### src/rtl/cpu_controller.sv
// cpu_controller: 8-phase instruction sequencer driving the accumulator CPU's control strobes.
// Optional single-step control is compiled in when CPU_CTRL_SINGLE_STEP_EN is defined.
`ifndef OPCODE_HLT
`define OPCODE_HLT 3'd0
`define OPCODE_SKZ 3'd1
`define OPCODE_ADD 3'd2
`define OPCODE_AND 3'd3
`define OPCODE_XOR 3'd4
`define OPCODE_LDA 3'd5
`define OPCODE_STO 3'd6
`define OPCODE_JMP 3'd7
`endif

module cpu_controller #(
  parameter int OPW = 3
) (
  input  logic           clk,
  input  logic           rst_n,
`ifdef CPU_CTRL_SINGLE_STEP_EN
  input  logic           step_en,
  input  logic           step,
`endif
  input  logic [OPW-1:0] opcode,
  input  logic           zero,
  output logic           sel,
  output logic           rd,
  output logic           ld_ir,
  output logic           inc_pc,
  output logic           ld_pc,
  output logic           ld_ac,
  output logic           wr,
  output logic           data_e,
  output logic           halt,
  output logic [2:0]     phase
);

  typedef enum logic [2:0] {
    INST_ADDR  = 3'd0,
    INST_FETCH = 3'd1,
    INST_LOAD  = 3'd2,
    IDLE       = 3'd3,
    OP_ADDR    = 3'd4,
    OP_FETCH   = 3'd5,
    ALU_OP     = 3'd6,
    STORE      = 3'd7
  } phase_t;

  phase_t phase_q, phase_d;
  logic   sel_d, rd_d, ld_ir_d, inc_pc_d, ld_pc_d, ld_ac_d, wr_d, data_e_d, halt_d;
  logic   hold;
  logic   is_aluop, is_hlt, is_skz, is_sto, is_jmp;

  assign is_aluop = (opcode == OPW'(`OPCODE_ADD)) || (opcode == OPW'(`OPCODE_AND)) ||
                    (opcode == OPW'(`OPCODE_XOR)) || (opcode == OPW'(`OPCODE_LDA));
  assign is_hlt   = (opcode == OPW'(`OPCODE_HLT));
  assign is_skz   = (opcode == OPW'(`OPCODE_SKZ));
  assign is_sto   = (opcode == OPW'(`OPCODE_STO));
  assign is_jmp   = (opcode == OPW'(`OPCODE_JMP));

  // Strobes are decoded for the phase about to be entered, so after the register
  // stage they line up with the cycle in which the counter shows that phase.
  always_comb begin
    phase_d  = phase_q;
    sel_d    = 1'b0;
    rd_d     = 1'b0;
    ld_ir_d  = 1'b0;
    inc_pc_d = 1'b0;
    ld_pc_d  = 1'b0;
    ld_ac_d  = 1'b0;
    wr_d     = 1'b0;
    data_e_d = 1'b0;
    halt_d   = halt;
    hold     = 1'b0;
`ifdef CPU_CTRL_SINGLE_STEP_EN
    hold     = step_en && (phase_q == INST_ADDR) && !step;
`endif
    if (!halt) begin
      if (!hold) begin
        phase_d = phase_t'(phase_q + 3'd1);
      end
      case (phase_d)
        INST_ADDR: begin
          sel_d = 1'b1;
        end
        INST_FETCH: begin
          sel_d = 1'b1;
          rd_d  = 1'b1;
        end
        INST_LOAD, IDLE: begin
          sel_d   = 1'b1;
          rd_d    = 1'b1;
          ld_ir_d = 1'b1;
        end
        OP_ADDR: begin
          inc_pc_d = 1'b1;
          halt_d   = is_hlt;
        end
        OP_FETCH: begin
          rd_d = is_aluop;
        end
        // zero only matters here; SKZ skips the next instruction by a second PC increment.
        ALU_OP: begin
          rd_d     = is_aluop;
          inc_pc_d = is_skz && zero;
          ld_pc_d  = is_jmp;
          data_e_d = is_sto;
        end
        STORE: begin
          rd_d     = is_aluop;
          ld_ac_d  = is_aluop;
          ld_pc_d  = is_jmp;
          inc_pc_d = is_jmp;
          wr_d     = is_sto;
          data_e_d = is_sto;
        end
        default: ;
      endcase
    end
  end

  always_ff @(posedge clk) begin
    if (!rst_n) begin
      phase_q <= INST_ADDR;
      sel     <= 1'b1;
      rd      <= 1'b0;
      ld_ir   <= 1'b0;
      inc_pc  <= 1'b0;
      ld_pc   <= 1'b0;
      ld_ac   <= 1'b0;
      wr      <= 1'b0;
      data_e  <= 1'b0;
      halt    <= 1'b0;
    end else begin
      phase_q <= phase_d;
      sel     <= sel_d;
      rd      <= rd_d;
      ld_ir   <= ld_ir_d;
      inc_pc  <= inc_pc_d;
      ld_pc   <= ld_pc_d;
      ld_ac   <= ld_ac_d;
      wr      <= wr_d;
      data_e  <= data_e_d;
      halt    <= halt_d;
    end
  end

  assign phase = phase_q;

endmodule

### config.mk
export PLATFORM = sky130hd
export DESIGN_NAME = cpu_controller
export DESIGN_NICKNAME = d
export VERILOG_FILES = /design/src/rtl/cpu_controller.sv
export SDC_FILE = /design/constraint.sdc
export NUM_CORES = 1
export LEC_CHECK = 0
export CAP_MARGIN = 20
export CORE_AREA = 10 10 47 49
export DETAILED_ROUTE_END_ITERATION = 8
export DIE_AREA = 0 0 57 59
export MAX_ROUTING_LAYER = met4
export PLACE_DENSITY = 0.75
export REMOVE_ABC_BUFFERS = 1
export SLEW_MARGIN = 30
export SYNTH_ARGS = -nofsm -noshare
export SYNTH_HDL_FRONTEND = slang
export SYNTH_SLANG_ARGS = --single-unit
### constraint.sdc
create_clock -name clk -period 3.42 [get_ports clk]
set_clock_uncertainty 0.05 [all_clocks]
set_input_delay 0.684 -clock clk [delete_from_list [all_inputs] [get_ports clk]]
set_output_delay 0.684 -clock clk [all_outputs]
set_load 0.02 [all_outputs]
==> results of run 1 <==
-- sequential cells by signal, indices dropped and copies added, names as in the netlist --
signal / flops
ld_pc: 1
ld_ir: 1
phase: 3
data_e: 1
inc_pc: 1
halt: 1
ld_ac: 1
wr: 1
rd: 1
sel: 1
-- metrics by stage --
step	instances	area, um^2	setup WS, ps	hold slack [ps]	total power, uW
floorplan	52	542	1970	531	196
global placement	85	732	1450	484	225
detailed placement	85	732	1490	466	226
CTS	89	768	1250	483	342
global route	89	768	1200	520	354
finish	89	768	1260	476	337
-- per-layer routing --
layer,part of all wire (%),vias up
met4,1.5,0
li1,-,226
met5,0,-
met1,44,195
met3,12,4
met2,43,17
-- power groups by stage --
stage                     clock, uW  combinational [uW]  sequential [uW]
final                           115                68.2              154
after global routing            124                75.4              155
after CTS                       119                69.5              154
after detailed placement          0                68.9              157
after global placement            0                68.4              157
after floorplan                   0                29.2              166
-- area by class of cell --
class / instances / area [um^2]
fill: 141 / 633
inverter: 4 / 15.0
sequential: 12 / 240
clock buffer: 4 / 36.3
timing repair buffer: 17 / 170
tap: 16 / 20.0
multi-input combinational: 36 / 287
-- cell usage in the layout, fill, tap and decap left out, types with 2 or more instances in the layout --
master,Yosys,final
nand2_1,2,2
clkbuf_4,0,3
nor4_1,3,3
and2_1,2,2
xnor2_1,4,4
dfxtp_1,12,12
inv_1,4,4
ha_1,5,5
o21ai_0,2,2
nor2_1,2,2
clkdlybuf4s50_1,0,17
-- worst paths after layout --
kind                            slack (ps)  endpoint     start
worst max-delay path                  1260      halt      halt
worst min-delay path                   480        rd  phase[2]
worst max register to register        1930    inc_pc  phase[0]
worst min register to register         480        rd  phase[2]
-- cell families after synthesis --
kind of cell | count (synthesis)
adders and majority gates | 5
buffers and inverters | 4
xor gates and xnor gates | 5
and+or+nand+nor | 17
DFF | 12
muxes | 1
AOI/OAI and AO/OA | 8
==> out/metrics.csv, run 1 <==
metric,value,unit
status,"finished, final reports clean",
syn-cell-area,542,um^2
total_number_of_vias,442,
slowest_stage,clkdlybuf4s50_1,
gp_routability_congestion,0.772,
postCtsSetupRepairBufs,0,
synth_edf_count,0,
global_route.peak_usage_layer,met2,
cp_cell_sequence,clkdlybuf4s50_1,
wire_length_of_the_first_global_routing_pass,1880,um
max_cap_viol_count,0,
final-hold-violation-count,0,
grt_use_met3,5.15,%
pwr-share-seq,45.6,%
finalWorstPathRequiredPeriod,2160,ps
clock-root-buffer,clkbuf_4,
slowest_delay,670,ps
initial_core_util,38.7,%
post_cts_resized,0,
critPathKind,reg2out,
endpoint_kind,output pin,
number_of_clock_buffers_inserted_by_tritoncts,3,
cp.buffers_inverters,1,
insertion_delay,280,ps
grt.total_usage,7.39,%
reg2regPathDepth,4,
total_switching_power,91.7,uW
port-buffer-count,17,
number_of_slew_limit_violations_in_the_final_report,0,
groute.layer.met1.usage,7.65,%
cts.sink_count,12,
fin_setup_tns,0,ps
postRouteWirelength,1160,um
synth-simple-area-share,20.3,%
switching_share,27.2,%
core_outline_area,1400,um^2
yosys.area_share.xor_xnor,8.08,%
power.density_cell_area,438,nW/um^2
detail-route-antenna-nets,0,
synth_adder_area_share,11.5,%
slew_headroom,75.3,%
async_flop_share,0,%
dp_hpwl,900,um
synth_top_family_by_area,simple AND/OR/NAND/NOR gates,
postCtsHoldBufs,0,
clockBufferDepth,2,
die-height,59,um
path_clk_slew,80,ps
drive_gt1_share,12.3,%
share_clk_of_total_power,34.1,%
synth.top_cells.by_count,"dfxtp_1 (12), ha_1 (5), inv_1 (4), xnor2_1 (4), nor4_1 (3)",
detail_route.vias_per_cell,4.97,
min_path_type,reg2reg,
max_freq,0.463,GHz
final_min_period_over_clock_period,63.2,%
std_cell_rows,14,
synth_top_flop_cell,dfxtp_1,
cell_internal_pwr,245,uW
postSynthRegisterBits,12,
critPathMaxFanout,7,
grt_setup_unrepaired,no,
antenna_cells,0,
synth.area.mux_share,1.85,%
synth.distinct_cells,25,
1st_iter_drt_viols,3,
total_leakage_power,0.000282,uW
setup-violations-final,0,
die_width,57,um
firstDrtPassIters,2,
crit_path_start_kind,flip-flop,
globalRouteMet2Util,10.7,%
post-route-drc-count,0,
synth_sequential_area_ratio,44.3,%
yosys_warnings,0,
antenna_found_initial,0,
crit_cells,1,
syn_avg_cell_area,10.4,um^2
post_synth_inst_count,52,
num_io_pins,18,
ctsHtreeMaxLevel,1,
yosys.area.top_type,dfxtp_1,
critical-path-top-delay-family,buffers and inverters,
synth_top_cells_by_area,"dfxtp_1 (44%), ha_1 (12%), xnor2_1 (6.5%), nor4_1 (3.5%), a221oi_2 (2.8%)",
net_count_of_the_finished_layout,85,
syn_to_final_growth,41.8,%
fin_util,54.8,%
yosys.cell_count.top_type,dfxtp_1,
per_cell_routed_wire_length,13.0,um
combinationalPowerShare,20.3,%
largest_net_degree_at_the_start_of_global_routing,8,
yosysTopAreaCellShare,44.3,%
cts_tree,done,
fp.dieArea,3360,um^2
grt_pass1_vias,446,
grt_overflow_total,0,
crit_required,2690,ps
power.ir.vdd_worst,0.391,mV
worst-endpoint-arrival,1430,ps
worst_pin_slew,367,ps
synthesized_area_fraction_occupied_by_ao_oa_aoi_and_oai_cells,11.1,%
min_path_cells,1,
Power figures use the tool's default switching activity.
==> run 2: changes to the inputs <==
Clock period 3.42 ns to 2 ns, I/O delays scaled along.
==> results of run 2 <==
The final DEF is identical to that of run 1. Status: finished, final reports clean.
Among the figures that moved: setup slack after placement 1490 ps -> 358 ps; setup slack after layout 1260 ps -> 124 ps; register-to-register setup slack 1930 ps -> 510 ps; total power 337 uW -> 576 uW; worst IR drop on VDD 0.391 mV -> 0.669 mV
==> run 3: changes to the inputs <==
Settings changed: CAP_MARGIN 20 to default.
==> results of run 3 <==
The final DEF is identical to that of run 1. Status: finished, final reports clean.
Among the figures that moved: setup slack after placement 1490 ps -> 358 ps; setup slack after layout 1260 ps -> 124 ps; register-to-register setup slack 1930 ps -> 510 ps; total power 337 uW -> 576 uW; worst IR drop on VDD 0.391 mV -> 0.669 mV
